===== src/rtl/multicycle_ctrl.sv =====
`timescale 1ns/1ps
// multicycle_ctrl -- main control FSM of a multicycle RV32I-subset datapath.
// Moore-style sequencing over a unified memory: every state lasts one cycle
// except FETCH/MEMRD/MEMWR, which hold until mem_ready. All outputs are held
// at 0 while reset is asserted and until the first clock edge after release.
module multicycle_ctrl (
   input  logic        clk,
   input  logic        rst_n,
   input  logic [31:0] instr,
   input  logic        zero,
   input  logic        mem_ready,
   output logic        mem_req,
   output logic        mem_we,
   output logic        addr_src,
   output logic        ir_write,
   output logic        pc_write,
   output logic        reg_write,
   output logic [1:0]  alu_src_a,
   output logic [1:0]  alu_src_b,
   output logic [2:0]  alu_ctrl,
   output logic [2:0]  imm_src,
   output logic [1:0]  result_src,
   output logic        illegal,
   output logic [3:0]  state
);

   localparam logic [3:0] S_FETCH  = 4'd0;
   localparam logic [3:0] S_DECODE = 4'd1;
   localparam logic [3:0] S_MEMADR = 4'd2;
   localparam logic [3:0] S_MEMRD  = 4'd3;
   localparam logic [3:0] S_MEMWB  = 4'd4;
   localparam logic [3:0] S_MEMWR  = 4'd5;
   localparam logic [3:0] S_EXECR  = 4'd6;
   localparam logic [3:0] S_EXECI  = 4'd7;
   localparam logic [3:0] S_ALUWB  = 4'd8;
   localparam logic [3:0] S_BRANCH = 4'd9;
   localparam logic [3:0] S_JAL    = 4'd10;
   localparam logic [3:0] S_JALR   = 4'd11;
   localparam logic [3:0] S_JALR2  = 4'd12;
   localparam logic [3:0] S_LUI    = 4'd13;
   localparam logic [3:0] S_TRAP   = 4'd14;

   localparam logic [6:0] OP_LOAD   = 7'b0000011;
   localparam logic [6:0] OP_STORE  = 7'b0100011;
   localparam logic [6:0] OP_RTYPE  = 7'b0110011;
   localparam logic [6:0] OP_ITYPE  = 7'b0010011;
   localparam logic [6:0] OP_BRANCH = 7'b1100011;
   localparam logic [6:0] OP_JAL    = 7'b1101111;
   localparam logic [6:0] OP_JALR   = 7'b1100111;
   localparam logic [6:0] OP_LUI    = 7'b0110111;

   localparam logic [2:0] ALU_ADD = 3'b000;
   localparam logic [2:0] ALU_SUB = 3'b001;
   localparam logic [2:0] ALU_AND = 3'b010;
   localparam logic [2:0] ALU_OR  = 3'b011;
   localparam logic [2:0] ALU_XOR = 3'b100;

   logic [3:0] state_q, state_d;
   // Goes high on the first edge after reset release; gates every output so
   // nothing is requested while rst_n is low or before that first edge.
   logic       run_q;

   logic [6:0] opcode;
   logic [2:0] funct3;

   logic       mem_req_c, mem_we_c, addr_src_c, ir_write_c, pc_write_c, reg_write_c;
   logic [1:0] alu_src_a_c, alu_src_b_c, result_src_c;
   logic [2:0] alu_ctrl_c, imm_src_c;

   assign opcode = instr[6:0];
   assign funct3 = instr[14:12];

   // State register and run flag.
   always_ff @(posedge clk or negedge rst_n) begin
      if (!rst_n) begin
         state_q <= S_FETCH;
         run_q   <= 1'b0;
      end else begin
         // NOTE: sequential state uses non-blocking assignments so every flop samples pre-edge values.
         state_q <= state_d;
         run_q   <= 1'b1;
      end
   end

   // Next-state and per-state output decode.
   always_comb begin
      // NOTE: everything written here gets a default first, so no path can infer a latch.
      state_d      = state_q;
      mem_req_c    = 1'b0;
      mem_we_c     = 1'b0;
      addr_src_c   = 1'b0;
      ir_write_c   = 1'b0;
      pc_write_c   = 1'b0;
      reg_write_c  = 1'b0;
      alu_src_a_c  = 2'b00;
      alu_src_b_c  = 2'b00;
      alu_ctrl_c   = ALU_ADD;
      imm_src_c    = 3'b000;
      result_src_c = 2'b00;

      case (state_q)
         S_FETCH: begin
            mem_req_c    = 1'b1;
            alu_src_b_c  = 2'b10;
            result_src_c = 2'b10;
            if (mem_ready) begin
               ir_write_c = 1'b1;
               pc_write_c = 1'b1;
               state_d    = S_DECODE;
            end
         end
         S_DECODE: begin
            alu_src_a_c = 2'b01;
            alu_src_b_c = 2'b01;
            imm_src_c   = (opcode == OP_JAL) ? 3'b011 : 3'b010;
            case (opcode)
               OP_LOAD, OP_STORE: state_d = S_MEMADR;
               OP_RTYPE:          state_d = S_EXECR;
               OP_ITYPE:          state_d = S_EXECI;
               OP_BRANCH:         state_d = S_BRANCH;
               OP_JAL:            state_d = S_JAL;
               OP_JALR:           state_d = S_JALR;
               OP_LUI:            state_d = S_LUI;
               default:           state_d = S_TRAP;
            endcase
         end
         S_MEMADR: begin
            alu_src_a_c = 2'b10;
            alu_src_b_c = 2'b01;
            // Only loads and stores reach this state.
            if (opcode == OP_STORE) begin
               imm_src_c = 3'b001;
               state_d   = S_MEMWR;
            end else begin
               state_d   = S_MEMRD;
            end
         end
         S_MEMRD: begin
            mem_req_c  = 1'b1;
            addr_src_c = 1'b1;
            if (mem_ready) state_d = S_MEMWB;
         end
         S_MEMWB: begin
            reg_write_c  = 1'b1;
            result_src_c = 2'b01;
            state_d      = S_FETCH;
         end
         S_MEMWR: begin
            mem_req_c  = 1'b1;
            mem_we_c   = 1'b1;
            addr_src_c = 1'b1;
            if (mem_ready) state_d = S_FETCH;
         end
         S_EXECR, S_EXECI: begin
            alu_src_a_c = 2'b10;
            alu_src_b_c = (state_q == S_EXECI) ? 2'b01 : 2'b00;
            state_d     = S_ALUWB;
            case (funct3)
               3'b000:  alu_ctrl_c = (state_q == S_EXECR && instr[30]) ? ALU_SUB : ALU_ADD;
               3'b100:  alu_ctrl_c = ALU_XOR;
               3'b110:  alu_ctrl_c = ALU_OR;
               3'b111:  alu_ctrl_c = ALU_AND;
               default: state_d    = S_TRAP;
            endcase
         end
         S_ALUWB: begin
            reg_write_c = 1'b1;
            state_d     = S_FETCH;
         end
         S_BRANCH: begin
            alu_src_a_c = 2'b10;
            alu_ctrl_c  = ALU_SUB;
            state_d     = S_FETCH;
            case (funct3)
               3'b000:  pc_write_c = zero;
               3'b001:  pc_write_c = ~zero;
               default: state_d    = S_TRAP;
            endcase
         end
         S_JAL, S_JALR2: begin
            // Link value oldPC+4 is produced here and written back in ALUWB.
            alu_src_a_c = 2'b01;
            alu_src_b_c = 2'b10;
            pc_write_c  = 1'b1;
            state_d     = S_ALUWB;
         end
         S_JALR: begin
            alu_src_a_c = 2'b10;
            alu_src_b_c = 2'b01;
            state_d     = S_JALR2;
         end
         S_LUI: begin
            alu_src_a_c = 2'b11;
            alu_src_b_c = 2'b01;
            imm_src_c   = 3'b100;
            state_d     = S_ALUWB;
         end
         S_TRAP:  state_d = S_TRAP;
         default: state_d = S_TRAP;
      endcase

      // Hold in FETCH until the first post-reset edge has armed the outputs.
      if (!run_q) state_d = state_q;
   end

   assign mem_req    = run_q & mem_req_c;
   assign mem_we     = run_q & mem_we_c;
   assign addr_src   = run_q & addr_src_c;
   assign ir_write   = run_q & ir_write_c;
   assign pc_write   = run_q & pc_write_c;
   assign reg_write  = run_q & reg_write_c;
   assign alu_src_a  = run_q ? alu_src_a_c  : 2'b00;
   assign alu_src_b  = run_q ? alu_src_b_c  : 2'b00;
   assign alu_ctrl   = run_q ? alu_ctrl_c   : 3'b000;
   assign imm_src    = run_q ? imm_src_c    : 3'b000;
   assign result_src = run_q ? result_src_c : 2'b00;
   // TRAP is absorbing until reset, so the flag is sticky by construction.
   assign illegal    = run_q & (state_q == S_TRAP);
   assign state      = run_q ? state_q : 4'd0;

endmodule


===== config.mk =====
export PLATFORM = sky130hd
export DESIGN_NAME = multicycle_ctrl
export DESIGN_NICKNAME = d
export VERILOG_FILES = /design/src/rtl/multicycle_ctrl.sv
export SDC_FILE = /design/constraint.sdc
export NUM_CORES = 1
export LEC_CHECK = 0
export ABC_AREA = 1
export BUFFER_PORTS_ARGS = -buffer_cell sky130_fd_sc_hd__buf_2
export CORE_UTILIZATION = 44
export CTS_CLUSTER_SIZE = 14
export DETAILED_ROUTE_END_ITERATION = 7
export GPL_TIMING_DRIVEN = 0
export HOLD_SLACK_MARGIN = 0.05
export PLACE_DENSITY_LB_ADDON = 0.12
export SLEW_MARGIN = 40
export SYNTH_ARGS = -nofsm -noshare
export SYNTH_HDL_FRONTEND = slang
export SYNTH_SLANG_ARGS = --single-unit

===== constraint.sdc =====
create_clock -name clk -period 3.1 [get_ports clk]
set_clock_uncertainty 0.05 [all_clocks]
set_input_delay 0.31 -clock clk [delete_from_list [all_inputs] [get_ports clk]]
set_output_delay 0.31 -clock clk [all_outputs]
set_load 0.01 [all_outputs]

# Word level (Yosys, flattened, before mapping)
# Cells that the tools add are included.
# totals
register_bits	5
word_cells	88
in_bits	36
out_inout_bits	23
# op_classes
eq_ne	29
mux	32
n_bitwise	8
n_reduce_logical	17
# op_table
op	count
one-hot mux 4 bit (10 select lines)	1
equality test 4 bit, second input constant	7
one-hot mux 4 bit (7 select lines)	1
equality test 7 x 6 -> 1 bit, second input constant	3
equality test 7 bit, second input constant	3
two-way mux 4 bit	5
equality test 4 x 3 -> 1 bit, second input constant	4
two-way mux 3 bit	4
one-hot mux 2 bit (3 select lines)	2
one-hot mux 3 bit (4 select lines)	1
OR reduction 2 bit	6
OR reduction 3 bit	4
two-way mux 1 bit	10
equality test 3 bit, second input constant	3
one-hot mux 3 bit (3 select lines)	1
equality test 4 x 2 -> 1 bit, second input constant	2
OR reduction 4 bit	2
AND 1 bit	7
equality test 7 x 2 -> 1 bit, second input constant	1
equality test 7 x 5 -> 1 bit, second input constant	1
two-way mux 2 bit	3
!= test 2 bit, second input constant	3
one-hot mux 3 bit (2 select lines)	1
OR reduction 5 bit	1
10 further kinds	10

# Logic depth before layout (Yosys ltp)
# depth
depth_word	6
ltp_mapped	11
mapped_depth_nobuf	10

# Worst setup path after synthesis
# OpenSTA, ideal clock, no wires.
# synth_timing
path_type	register to output
startpoint	register state_q[3]
endpoint	output port ir_write
path_stages_with_launch	7
required_ns	2.740
path_slack_ns	1.496
path_buffers	1
arrival_time_ns	1.244
path_cell_list	dfrtp_1 buf_6 nor2_2 nand2_1 nor2_1 inv_1 nor2_1
# synth_between
elab_chain_len	3
# synth_lines
element	line_no	rtl
from (decl)	58	logic [3:0] state_q, state_d;
from (signal assigned)	80	state_q <= state_d;
logical NOT 4 bit	101	case (state_q)
two-way mux 1 bit	101	
AND 1 bit	209	assign ir_write = run_q & ir_write_c;
to (decl)	15	output logic ir_write,
# No other way between the ends.

# Worst setup path after layout
# layout_timing
startpoint	register state_q[1]
endpoint	output port imm_src[0]
# layout_between
elab_chain_len	3
elab_cells_between_ends	5
cone_classes	eq/ne (3); mux (2)
# layout_lines
element	line_no	rtl
equality test 4 bit, or another cell as far along	101	
one-hot mux 3 bit (3 select lines) *	101	
two-way mux 3 bit *	215	assign imm_src = run_q ? imm_src_c : 3'b000;
to (decl)	21	output logic [2:0] imm_src,
# Mark *: on every way between the ends. The rest lies on a longest branch, timed or not.

==> metrics.log <==
[metrics] largest net degree at the start of global routing: 11
[metrics] total non-filler cell area in the finished layout: between 0.001 and 0.0015 mm2
[metrics] number of search-and-repair iterations in the first detailed-routing pass: 4
[metrics] Final Hold Fails: 0
[metrics] Synthesized Nets: roughly 190
[metrics] maximum root-to-sink buffer count: 2
[metrics] number of diodes: 0
[metrics] via count: around 1100
[metrics] Synth Warn #: 0
[metrics] critical path data arrival time: roughly 1700 ps
[metrics] reported max-cap violation count: 0
[metrics] DIE AREA: 0.00207 mm2
[metrics] Port Buf Inserts: 37
[metrics] gate count of the mapped netlist: about 160
[metrics] placed standard-cell area: 0.00105 mm2
[metrics] Post-Route Setup TNS: 0 ps
[metrics] outcome: complete, no violations
[metrics] post-detail-place hpwl: between 1500 and 2000 um
[metrics] areal power density over the cells: roughly 700 mW/mm2
[metrics] Post-CTS Resized: 0
[metrics] via count of the first global-routing pass: between 800 and 900
[metrics] Final setup viols: 0
[metrics] kind of end point of the critical path: output pin
[metrics] first-pass GRT wire length: 3110 um
[metrics] fraction of layout cells with a size suffix above 1: about 30%
[metrics] ratio of routed vias to standard cells: 4.79
[metrics] CTS H-tree lvls: 1
[metrics] Hold Crit Class: input pin to async pin
[metrics] # clock sinks: 5
[metrics] Die W: 45.5 um
[metrics] final period demand of the worst path: a little over 2000 ps
[metrics] initial core utilization: between 40% and 50%
[metrics] CTS tree: done
[metrics] VDD IR max: between 0.0004 and 0.0005 V
[metrics] clock-pin slew of the registers on the worst-case setup and hold paths: about 40 ps
[metrics] number of fillers in the final layout: just under 200
[metrics] number of antenna-violating nets in the routed design: 0
[metrics] final-report max-slew violation count: 0
[metrics] global-route usage over all layers: 20.7%
[metrics] weighted congestion at the end of routability-driven global placement: about 0.87
[metrics] number of antenna violations at the first check in global routing: 0
[metrics] area of the mapped netlist: 832 um2
[metrics] average size of a mapped cell: about 5.3 um2
[metrics] sequential share of the synthesized area: 15.0%
[metrics] required arrival time at the worst endpoint: between 2000 and 3000 ps
[metrics] num ports: 59
[metrics] area grow syn2layout: 30.4%
[metrics] CORE AREA: between 0.0015 and 0.002 mm2
[metrics] DRC violations left: 0
[metrics] WL per Instance: roughly 9.3 um
[metrics] Inserted Clock Buffers: 3
[metrics] Detailed Route WL: 2070 um
[metrics] leading cell type in the layout, fill and taps excluded: sky130_fd_sc_hd__nand2_1
[metrics] highest attainable clock frequency: between 400 and 500 MHz
[metrics] grt ovf: 0
[metrics] overall die height: roughly 45 um
[metrics] clk_lat worst skew: approximately 230 ps
[metrics] commonest cells after routing, fill and taps aside: sky130_fd_sc_hd__nand2_1 (39), sky130_fd_sc_hd__buf_2 (37), sky130_fd_sc_hd__nor2_1 (30), sky130_fd_sc_hd__inv_1 (23), sky130_fd_sc_hd__nand3_1 (12)
[metrics] critical path type: flop to output pin
[metrics] Yosys cell types: 24
[metrics] CP max FO: 10
[metrics] RSZ-0062 raised after global routing: no
[metrics] Rows: 15
[metrics] type of element launching the critical path: flop
[metrics] final worst path period share: about two thirds
[metrics] Lkg Pwr: between 0.0006 and 0.0007 uW
[metrics] DRT iter0 DRCs: 25
[metrics] clk root buf: sky130_fd_sc_hd__clkbuf_4
[metrics] register bit count reported by yosys: 5
[metrics] fin nets: 235
==> stage by stage <==
step                hold WS (ps)  instances  utilization, %  total power, uW  setup WS, ps
detailed placement          72.9        218            60.1              686          1330
global placement            72.8        218            60.1              677          1340
floorplan                  -35.6        156               -              535          1500
global route                 375        223            62.2              836           951
finish                       354        223            62.2              761          1060
CTS                          347        223            62.2              765          1070
==> power breakdown <==
group / internal, uW / leakage, uW / switching [uW] / total [uW]
registers: 92.5 / 0.0000597 / 24.3 / 117
logic: 212 / 0.000593 / 360 / 571
clock network: 48.5 / 0.0000150 / 24.1 / 72.6
total: 353 / 0.000668 / 408 / 761
==> Yosys cell counts <==
library cell                n  share of area, %
sky130_fd_sc_hd__a21oi_1    5               3.0
sky130_fd_sc_hd__a31oi_1    2               1.5
sky130_fd_sc_hd__a41oi_1    1               1.1
sky130_fd_sc_hd__buf_6      4               5.4
sky130_fd_sc_hd__clkbuf_1   1              0.45
sky130_fd_sc_hd__conb_1     1              0.45
sky130_fd_sc_hd__dfrtp_1    5                15
sky130_fd_sc_hd__inv_1     23                10
sky130_fd_sc_hd__inv_2      4               1.8
sky130_fd_sc_hd__nand2_1   39                18
sky130_fd_sc_hd__nand2_2    4               3.0
sky130_fd_sc_hd__nand3_1   12               7.2
sky130_fd_sc_hd__nand3_2    2               2.4
sky130_fd_sc_hd__nand3b_1   1              0.90
sky130_fd_sc_hd__nor2_1    30                14
sky130_fd_sc_hd__nor2_2     4               3.0
sky130_fd_sc_hd__nor2_4     1               1.4
sky130_fd_sc_hd__nor3_1     7               4.2
sky130_fd_sc_hd__o211ai_1   1              0.90
sky130_fd_sc_hd__o21ai_0    4               2.4
sky130_fd_sc_hd__o21ai_1    1              0.60
sky130_fd_sc_hd__o21bai_1   1              0.90
sky130_fd_sc_hd__o31ai_1    2               1.8
sky130_fd_sc_hd__xor2_1     1               1.1
==> cells by family (layout without fill, tap and decap cells) <==
logic type                after synthesis  count (layout)  synth area share, %
and+or+nand+nor                       100             100                 53.2
buffers and inverters                  32              74                 18.0
AOI/OAI and AO/OA                      17              17                 12.2
DFF                                     5               5                 15.0
other                                   1               1                0.451
xor gates and xnor gates                1               1                 1.05
==> critical path, cell delays in order (launching register included) <==
cell,delay (ps)
sky130_fd_sc_hd__dfrtp_1,360
sky130_fd_sc_hd__buf_6,140
sky130_fd_sc_hd__nor2_2,240
sky130_fd_sc_hd__inv_1,120
sky130_fd_sc_hd__nor2_2,190
sky130_fd_sc_hd__nand3_1,100
sky130_fd_sc_hd__a21oi_1,140
sky130_fd_sc_hd__buf_2,150
==> cell type report <==
| type | count | area, um2 | area share, % |
|---|---|---|---|
| Buffer | 5 | 48.8 | 4.50 |
| Sequential cell | 5 | 125 | 11.5 |
| Multi-Input combinational cell | 119 | 557 | 51.3 |
| Timing Repair Buffer | 38 | 195 | 18.0 |
| Tap cell | 25 | 31.3 | 2.88 |
| Inverter | 27 | 101 | 9.34 |
| Clock buffer | 4 | 26.3 | 2.42 |
==> what timing repair did <==
item | in CTS | in global routing
hold buffers | 1 | 0
setup buffers | 0 | 0
hold endpoints to repair | 5 | 0
==> sequential cells by signal (all words and copies together) (netlist names) <==
name     cells
run_q        1
state_q      4
==> per-layer routing <==
metal / up-vias / wire length, um / GRT usage (%)
met4: 0 / 14 / 11.5
met2: 36 / 1040 / 36.6
met5: - / 0 / 0
li1: 566 / - / -
met3: 2 / 92 / 2.38
met1: 465 / 927 / 23.9
==> path summary, 6_finish.rpt <==
kind                                    to  cells after the start  slack (ps)  startpoint
worst min register to register  state_q[0]                      3         560  state_q[0]
worst max-delay path            imm_src[0]                      7        1060  state_q[1]
worst max register to register  state_q[3]                      9        1570  state_q[3]
min in group clk                state_q[0]                      6         460   mem_ready
worst min-delay path            state_q[1]                      2         350       rst_n
max in group asynchronous       state_q[3]                      2        2520       rst_n
Note: power is estimated with default switching activity, not from simulation.
